File: config.mk
export PLATFORM = sky130hd
export DESIGN_NAME = pb_press_classifier_flat
export DESIGN_NICKNAME = d
export VERILOG_FILES = /design/src/rtl/pb_press_classifier_if.sv /design/src/rtl/pb_press_classifier.sv /design/src/flat_wrapper.sv
export SDC_FILE = /design/constraint.sdc
export NUM_CORES = 1
export LEC_CHECK = 0
export BUFFER_PORTS_ARGS = -buffer_cell sky130_fd_sc_hd__buf_2
export CAP_MARGIN = 20
export CORE_ASPECT_RATIO = 1.2
export CORE_UTILIZATION = 35
export CTS_CLUSTER_DIAMETER = 200
export DETAILED_ROUTE_END_ITERATION = 8
export GPL_ROUTABILITY_DRIVEN = 0
export MAX_ROUTING_LAYER = met4
export PLACE_DENSITY = 0.51
export SLEW_MARGIN = 30
export SYNTH_ARGS = -nofsm -noshare
export SYNTH_HDL_FRONTEND = slang
export SYNTH_SLANG_ARGS = --single-unit
File: constraint.sdc
create_clock -name clk -period 3.5 [get_ports clk]
set_input_delay 0.35 -clock clk [delete_from_list [all_inputs] [get_ports clk]]
set_output_delay 0.35 -clock clk [all_outputs]
set_load 0.05 [all_outputs]
File: src/rtl/pb_press_classifier_if.sv
// Bundles the debounced button pulses and the classified gesture strobes.
// No latency of its own; pure wiring between producer, classifier and consumer.
// No backpressure: all signals are single-cycle strobes or levels.
interface pb_press_classifier_if;
  logic press_pulse;
  logic release_pulse;
  logic short_press;
  logic double_press;
  logic long_press;
  logic repeat_pulse;
  logic busy;

  // Stimulus side: drives the debounced pulses, observes the gesture events
  modport master (
    output press_pulse,
    output release_pulse,
    input  short_press,
    input  double_press,
    input  long_press,
    input  repeat_pulse,
    input  busy
  );

  // Classifier side
  modport slave (
    input  press_pulse,
    input  release_pulse,
    output short_press,
    output double_press,
    output long_press,
    output repeat_pulse,
    output busy
  );
endinterface

File: src/rtl/pb_press_classifier.sv
// Classifies debounced press/release pulses into short, double, long and auto-repeat events.
// Latency: each strobe is registered, high in the cycle after the edge that decides it.
// No backpressure: strobes are fire-and-forget; a press and release in the same cycle are dropped.
module pb_press_classifier #(
  parameter int LONG_CYCLES   = 50_000_000,
  parameter int GAP_CYCLES    = 25_000_000,
  parameter int REPEAT_CYCLES = 10_000_000
) (
  input  logic                  clk,
  input  logic                  rst,
  pb_press_classifier_if.slave  bus
);

  localparam int MAX_LG = (LONG_CYCLES > GAP_CYCLES) ? LONG_CYCLES : GAP_CYCLES;
  localparam int MAX_C  = (MAX_LG > REPEAT_CYCLES) ? MAX_LG : REPEAT_CYCLES;
  localparam int TW     = $clog2(MAX_C) + 1;

  localparam logic [TW-1:0] LONG_LAST   = TW'(LONG_CYCLES - 1);
  localparam logic [TW-1:0] GAP_LAST    = TW'(GAP_CYCLES - 1);
  localparam logic [TW-1:0] REPEAT_LAST = TW'(REPEAT_CYCLES - 1);
  localparam logic [TW-1:0] TIMER_MAX   = {TW{1'b1}};

  typedef enum logic [2:0] {
    IDLE      = 3'd0,
    HELD1     = 3'd1,
    WAIT2     = 3'd2,
    HELD2     = 3'd3,
    LONG_HOLD = 3'd4
  } state_t;

  state_t        state_q, state_d;
  logic [TW-1:0] timer_q, timer_d;
  logic          short_q, short_d;
  logic          double_q, double_d;
  logic          long_q, long_d;
  logic          repeat_q, repeat_d;
  logic          busy_q, busy_d;

  // A simultaneous press and release is a protocol violation: treat it as neither
  logic press_v, rel_v;
  assign press_v = bus.press_pulse && !bus.release_pulse;
  assign rel_v   = bus.release_pulse && !bus.press_pulse;

  // State, timer and output strobe registers
  always_ff @(posedge clk) begin
    if (rst) begin
      state_q  <= IDLE;
      timer_q  <= '0;
      short_q  <= 1'b0;
      double_q <= 1'b0;
      long_q   <= 1'b0;
      repeat_q <= 1'b0;
      busy_q   <= 1'b0;
    end else begin
      state_q  <= state_d;
      timer_q  <= timer_d;
      short_q  <= short_d;
      double_q <= double_d;
      long_q   <= long_d;
      repeat_q <= repeat_d;
      busy_q   <= busy_d;
    end
  end

  // Next state and timer: release/press beat the timeout on the same edge
  always_comb begin
    logic rep_wrap;
    state_d  = state_q;
    rep_wrap = 1'b0;
    case (state_q)
      IDLE:      if (press_v) state_d = HELD1;
      HELD1:     if (rel_v) state_d = WAIT2;
                 else if (timer_q == LONG_LAST) state_d = LONG_HOLD;
      WAIT2:     if (press_v) state_d = HELD2;
                 else if (timer_q == GAP_LAST) state_d = IDLE;
      HELD2:     if (rel_v) state_d = IDLE;
      LONG_HOLD: if (rel_v) state_d = IDLE;
                 else if (timer_q == REPEAT_LAST) rep_wrap = 1'b1;
      default:   state_d = IDLE;
    endcase
    // Timer restarts on every state change and on each repeat period; otherwise it saturates
    if ((state_d != state_q) || rep_wrap) timer_d = '0;
    else if (timer_q == TIMER_MAX)        timer_d = timer_q;
    else                                  timer_d = timer_q + 1'b1;
  end

  // Output strobes decoded from the transition taken this edge
  always_comb begin
    short_d  = (state_q == WAIT2)     && (state_d == IDLE);
    double_d = (state_q == HELD2)     && (state_d == IDLE);
    long_d   = (state_q == HELD1)     && (state_d == LONG_HOLD);
    repeat_d = (state_q == LONG_HOLD) && !rel_v && (timer_q == REPEAT_LAST);
    busy_d   = (state_d != IDLE);
  end

  assign bus.short_press  = short_q;
  assign bus.double_press = double_q;
  assign bus.long_press   = long_q;
  assign bus.repeat_pulse = repeat_q;
  assign bus.busy         = busy_q;

endmodule

File: src/flat_wrapper.sv
// flat-port wrapper written by rule: the top's interface ports become plain ports
module pb_press_classifier_flat 
#(
  parameter int LONG_CYCLES   = 50_000_000,
  parameter int GAP_CYCLES    = 25_000_000,
  parameter int REPEAT_CYCLES = 10_000_000
)
  (clk, rst, bus_press_pulse, bus_release_pulse, bus_short_press, bus_double_press, bus_long_press, bus_repeat_pulse, bus_busy);
  pb_press_classifier_if bus_i ();
  input  logic clk;
  input  logic rst;
  input wire logic [$bits(bus_i.press_pulse)-1:0] bus_press_pulse;
  input wire logic [$bits(bus_i.release_pulse)-1:0] bus_release_pulse;
  output wire logic [$bits(bus_i.short_press)-1:0] bus_short_press;
  output wire logic [$bits(bus_i.double_press)-1:0] bus_double_press;
  output wire logic [$bits(bus_i.long_press)-1:0] bus_long_press;
  output wire logic [$bits(bus_i.repeat_pulse)-1:0] bus_repeat_pulse;
  output wire logic [$bits(bus_i.busy)-1:0] bus_busy;
  assign bus_i.press_pulse = bus_press_pulse;
  assign bus_i.release_pulse = bus_release_pulse;
  assign bus_short_press = bus_i.short_press;
  assign bus_double_press = bus_i.double_press;
  assign bus_long_press = bus_i.long_press;
  assign bus_repeat_pulse = bus_i.repeat_pulse;
  assign bus_busy = bus_i.busy;
  pb_press_classifier #(.LONG_CYCLES(LONG_CYCLES), .GAP_CYCLES(GAP_CYCLES), .REPEAT_CYCLES(REPEAT_CYCLES)) u_core (.clk(clk), .rst(rst), .bus(bus_i));
endmodule
# After elaboration in Yosys (flattened, before gate mapping)
# Index checks and enable logic that the tools add are counted.
[classes] addsub=1 n_eq_ne=10 mux=10 n_reduce_logical=16
[op_table] operator="27-bit by 1-bit adder with 27-bit output, second input constant" n=1
[op_table] operator="27-bit by 24-bit equality test with 1-bit output, second input constant" n=1
[op_table] operator="27-bit by 25-bit equality test with 1-bit output, second input constant" n=1
[op_table] operator="27-bit by 26-bit equality test with 1-bit output, second input constant" n=1
[op_table] operator="27-bit equality test, second input constant" n=1
[op_table] operator="3-bit two-way mux" n=6
[op_table] operator="3-bit case mux with 4 select lines" n=1
[op_table] operator="1-bit logical AND" n=7
[op_table] operator="3-bit by 2-bit equality test with 1-bit output, second input constant" n=2
[op_table] operator="3-bit equality test, second input constant" n=2
[op_table] operator="3-bit zero test" n=2
[op_table] operator="2-bit OR reduction" n=2
[op_table] operator="3-bit by 1-bit equality test with 1-bit output, second input constant" n=1
[op_table] operator="1-bit zero test" n=3
[op_table] operator="1-bit two-way mux" n=3
[op_table] operator="3-bit != test" n=1
[op_table] operator="3-bit nonzero test" n=1
[op_table] operator="1-bit logical OR" n=1
[totals] register_bits=35 inputBits=4 output_inout_bits=5 elab_cells=44

# Depth between registers and ports, before layout
[depth] word_depth=7 depth_mapped=7 mapped_depth_nobuf=6

# Worst setup path before layout
# No wires, ideal clock.
[synth_path] kind="reg2reg" startpoint="reg u_core.timer_q[0]" endpoint="reg u_core.timer_q[13]" setup_ns=0.125 arrival_time_ns=1.749 required_ns=3.375 path_slack_ns=1.625 path_stages_with_launch=8 n_path_buf=1 synth_period_minus_slack_ns=1.875 path_cell_list="dfxtp_1 > ha_1 > nand4_2 > nor3_1 > nand4b_1 > o2111ai_4 > buf_6 > a21oi_1"
[synth_via] elab_chain_cells=7 elab_cells_between_ends=16 classes_between="1 x add/sub; 5 x eq/ne; 8 x mux; 2 x reduce/logical"
[synth_rtl] element="from (decl)" line_no="pb_press_classifier.sv:32" text="logic [TW-1:0] timer_q, timer_d;"
[synth_rtl] element="from (signal assigned)" line_no="pb_press_classifier.sv:56" text="timer_q <= timer_d;"
[synth_rtl] element="27-bit by 25-bit equality test with 1-bit output / 27-bit by 26-bit equality test with 1-bit output (equally long branches)" line_no="pb_press_classifier.sv:75, pb_press_classifier.sv:73"
[synth_rtl] element="3-bit two-way mux, on equally long branches" line_no="pb_press_classifier.sv:75, pb_press_classifier.sv:73"
[synth_rtl] element="3-bit two-way mux, on equally long branches" line_no="pb_press_classifier.sv:74, pb_press_classifier.sv:72"
[synth_rtl] element="3-bit case mux with 4 select lines" line_no="pb_press_classifier.sv:70" text="case (state_q)"
[synth_rtl] element="3-bit != test" line_no="pb_press_classifier.sv:82" text="if ((state_d != state_q) || rep_wrap) timer_d = '0;"
[synth_rtl] element="1-bit logical OR" line_no="pb_press_classifier.sv:82"
[synth_rtl] element="2-bit OR reduction (no source line)"
# Parallel ways exist; a longest one is shown, timed or not.
# A chain may end at the register's enable or synchronous reset.

# Worst setup path after layout
[layout_path] startpoint="reg u_core.timer_q[0]" endpoint="reg u_core.timer_q[7]"
# Same word-level chain as after synthesis.

==> impl_metrics.json <==
{
  "syn-cell-area_um2": 2057,
  "numClockSinks": 35,
  "clk_pin_slew_worst_paths_ns": 0.07,
  "avgRoutedWirePerCell_um": 15.58,
  "grt_start_max_net_pins": 28,
  "drv_slew": 0,
  "max_freq_mhz": 422.5,
  "synth_top_cells_by_area": "dfxtp_1, nor2_1, a21oi_1, xor2_1, nand4_1",
  "synthCells": 241,
  "finalSetupViolCount": 0,
  "ios": 9,
  "yosysTopAreaCell": "dfxtp_1",
  "p_per_area_nw_per_um2": 335.5,
  "syn_avg_cell_area_um2": 8.535,
  "synth.top_cell.area_share": 0.3406,
  "slowest_delay_ns": 0.73,
  "numCtsBuffers": 5,
  "hpwlAfterDp_um": 3653,
  "num_rows": 30,
  "routed_wl_um": 5047,
  "crit_path_top_delay_cell": "o2111ai_4",
  "core_area_um2": 5668,
  "cts_tree": "built",
  "drive_above_1_share": 0.1434,
  "utilization": 0.3901,
  "grt.overflow.total": 0,
  "h-tree-depth": 2,
  "via_per_inst": 5.596,
  "nets": 249,
  "dp.cells": 317,
  "final.min_clock_period_ns": 2.367,
  "synth_seq_cells": 35,
  "endpoint_kind": "register",
  "drc": 0,
  "arrival_ns": 2.51,
  "root_buffer": "clkbuf_8",
  "p_leak_uw": 0.0007574,
  "ys_types": 55,
  "grt.total_usage": 0.1854,
  "post_cts_resized": 0,
  "postCtsHoldBufs": 0,
  "syn2layout_area_growth_pct": 7.482,
  "grt_pass1_vias": 1702,
  "required_ns": 3.65,
  "path_cells": "ha_1 > nand4_2 > nor3_1 > nand4b_1 > o2111ai_4 > nor2_1",
  "holdWs_ns": 0.3209,
  "die_height_um": 85.98,
  "dr.pass1.iters": 4,
  "ys_warn_count": 0,
  "status": "finished clean",
  "clkLatencyLatePin_ns": 0.29,
  "period_share": 0.6763,
  "skew_ns": 0.004474,
  "die_area_um2": 6189,
  "ant_nets": 0,
  "nFillCells": 601,
  "max_slew_margin": 0.4601,
  "die_w_um": 71.98,
  "antenna_cells": 0,
  "async_flop_share": 0,
  "drtIter0Drc": 68,
  "path_class": "register to register",
  "ys_seq_area_frac": 0.3406,
  "drv_cap": 0,
  "finalNonFillerCells": 324,
  "peakVddDrop_mv": 0.2310,
  "start_util": 0.3629,
  "fin_tns_setup_ns": 0,
  "grt_pass1_wl_um": 8583,
  "vias": 1813,
  "rsz0062_at_grt": "no",
  "synth_ff_type": "dfxtp_1",
  "worstSetupStartpointType": "register",
  "antenna_found_initial": 0,
  "port_buffers": 8,
  "final_cell_mix": "dfxtp_1, nor2_1, nand2_1",
  "worstHoldPathType": "input port to register",
  "crit_fanout": 27,
  "synth_edf_count": 0,
  "final_common_cell": "dfxtp_1",
  "hold_viol": 0,
  "cts_buffer_depth": 2,
  "cts_post_setup_buffers_inserted": 0,
  "worst_pin_slew_ns": 0.8094,
  "syn_nets": 246
}
-- final timing paths --
kind | start | end | slack [ns] | depth (start not counted)
max | u_core.timer_q[0] | u_core.timer_q[7] | 1.13 | 6
min | rst | u_core.bus.busy | 0.32 | 2
max reg2reg | u_core.timer_q[0] | u_core.timer_q[7] | 1.13 | 6
min reg2reg | u_core.timer_q[1] | u_core.timer_q[1] | 0.51 | 2
-- flip-flops by register name, indices dropped and copies added (netlist names) --
register                 count
u_core.bus.busy              1
u_core.bus.short_press       1
u_core.state_q               3
u_core.bus.long_press        1
u_core.timer_q              27
u_core.bus.repeat_pulse      1
u_core.bus.double_press      1
-- stage by stage --
| step | setup WS [ns] | total power, uW | cell area (um2) |
|---|---|---|---|
| final | 1.133 | 741.8 | 2211 |
| after global routing | 0.8934 | 779.4 | 2211 |
| after CTS | 1.116 | 758.5 | 2211 |
| after detailed placement | 1.127 | 455.6 | 2123 |
| after global placement | 1.217 | 455.4 | 2123 |
| after floorplan | 1.625 | 447.4 | 2057 |
-- critical path, delay by kind of cell (launching register included) --
| family | cells | cell delay (ns) |
|---|---|---|
| compound gates | 1 | 0.73 |
| simple gates | 4 | 0.84 |
| flops | 1 | 0.38 |
| fa+ha+maj | 1 | 0.26 |
-- routing by layer --
metal  up-vias  part of all wire  wire length, um  GRT usage
met5         -                 0                0          -
met4         0             0.015               76    0.06417
met3         6             0.058              295    0.03525
met2        46              0.48             2415     0.3002
met1       854              0.45             2259     0.2296
li1        907                 -                -          -
-- final cells by class --
type                    count  area, um2  area share
multi-input cells         192       1275      0.5767
clock buffers               6      82.58     0.03735
flip-flops and latches     35      700.7      0.3169
inverters                   2      7.507    0.003396
repair buffers              8      40.04     0.01811
well taps                  80      100.1     0.04527
clock inverters             1      5.005    0.002264
-- cells in the mapped netlist, types with 5 or more instances --
| cell type | n |
|---|---|
| a21oi_1 | 16 |
| and2_1 | 5 |
| and3_1 | 5 |
| and4_1 | 6 |
| clkbuf_1 | 6 |
| dfxtp_1 | 35 |
| nand2_1 | 18 |
| nand3_1 | 8 |
| nand4_1 | 11 |
| nor2_1 | 30 |
| nor3_1 | 6 |
| nor4_1 | 8 |
| o21ai_0 | 5 |
| o21ai_1 | 6 |
| or3_1 | 8 |
| xor2_1 | 9 |
-- power by group --
part,switching [uW],total (uW),internal [uW]
sequential,5.34,408,403
clock,142,296,154
combinational,25.1,37.9,12.7
-- logic make-up after synthesis --
kind of cell             after synthesis  share of synthesized area
flip-flops                            35                     0.3406
XOR/XNOR                              13                    0.05535
AO/OA/AOI/OAI                         49                     0.1764
buffers and inverters                 14                    0.03954
adder cells (fa/ha/maj)                1                   0.006082
AND/OR/NAND/NOR                      129                     0.3820
(Power assumes the default switching activity.)
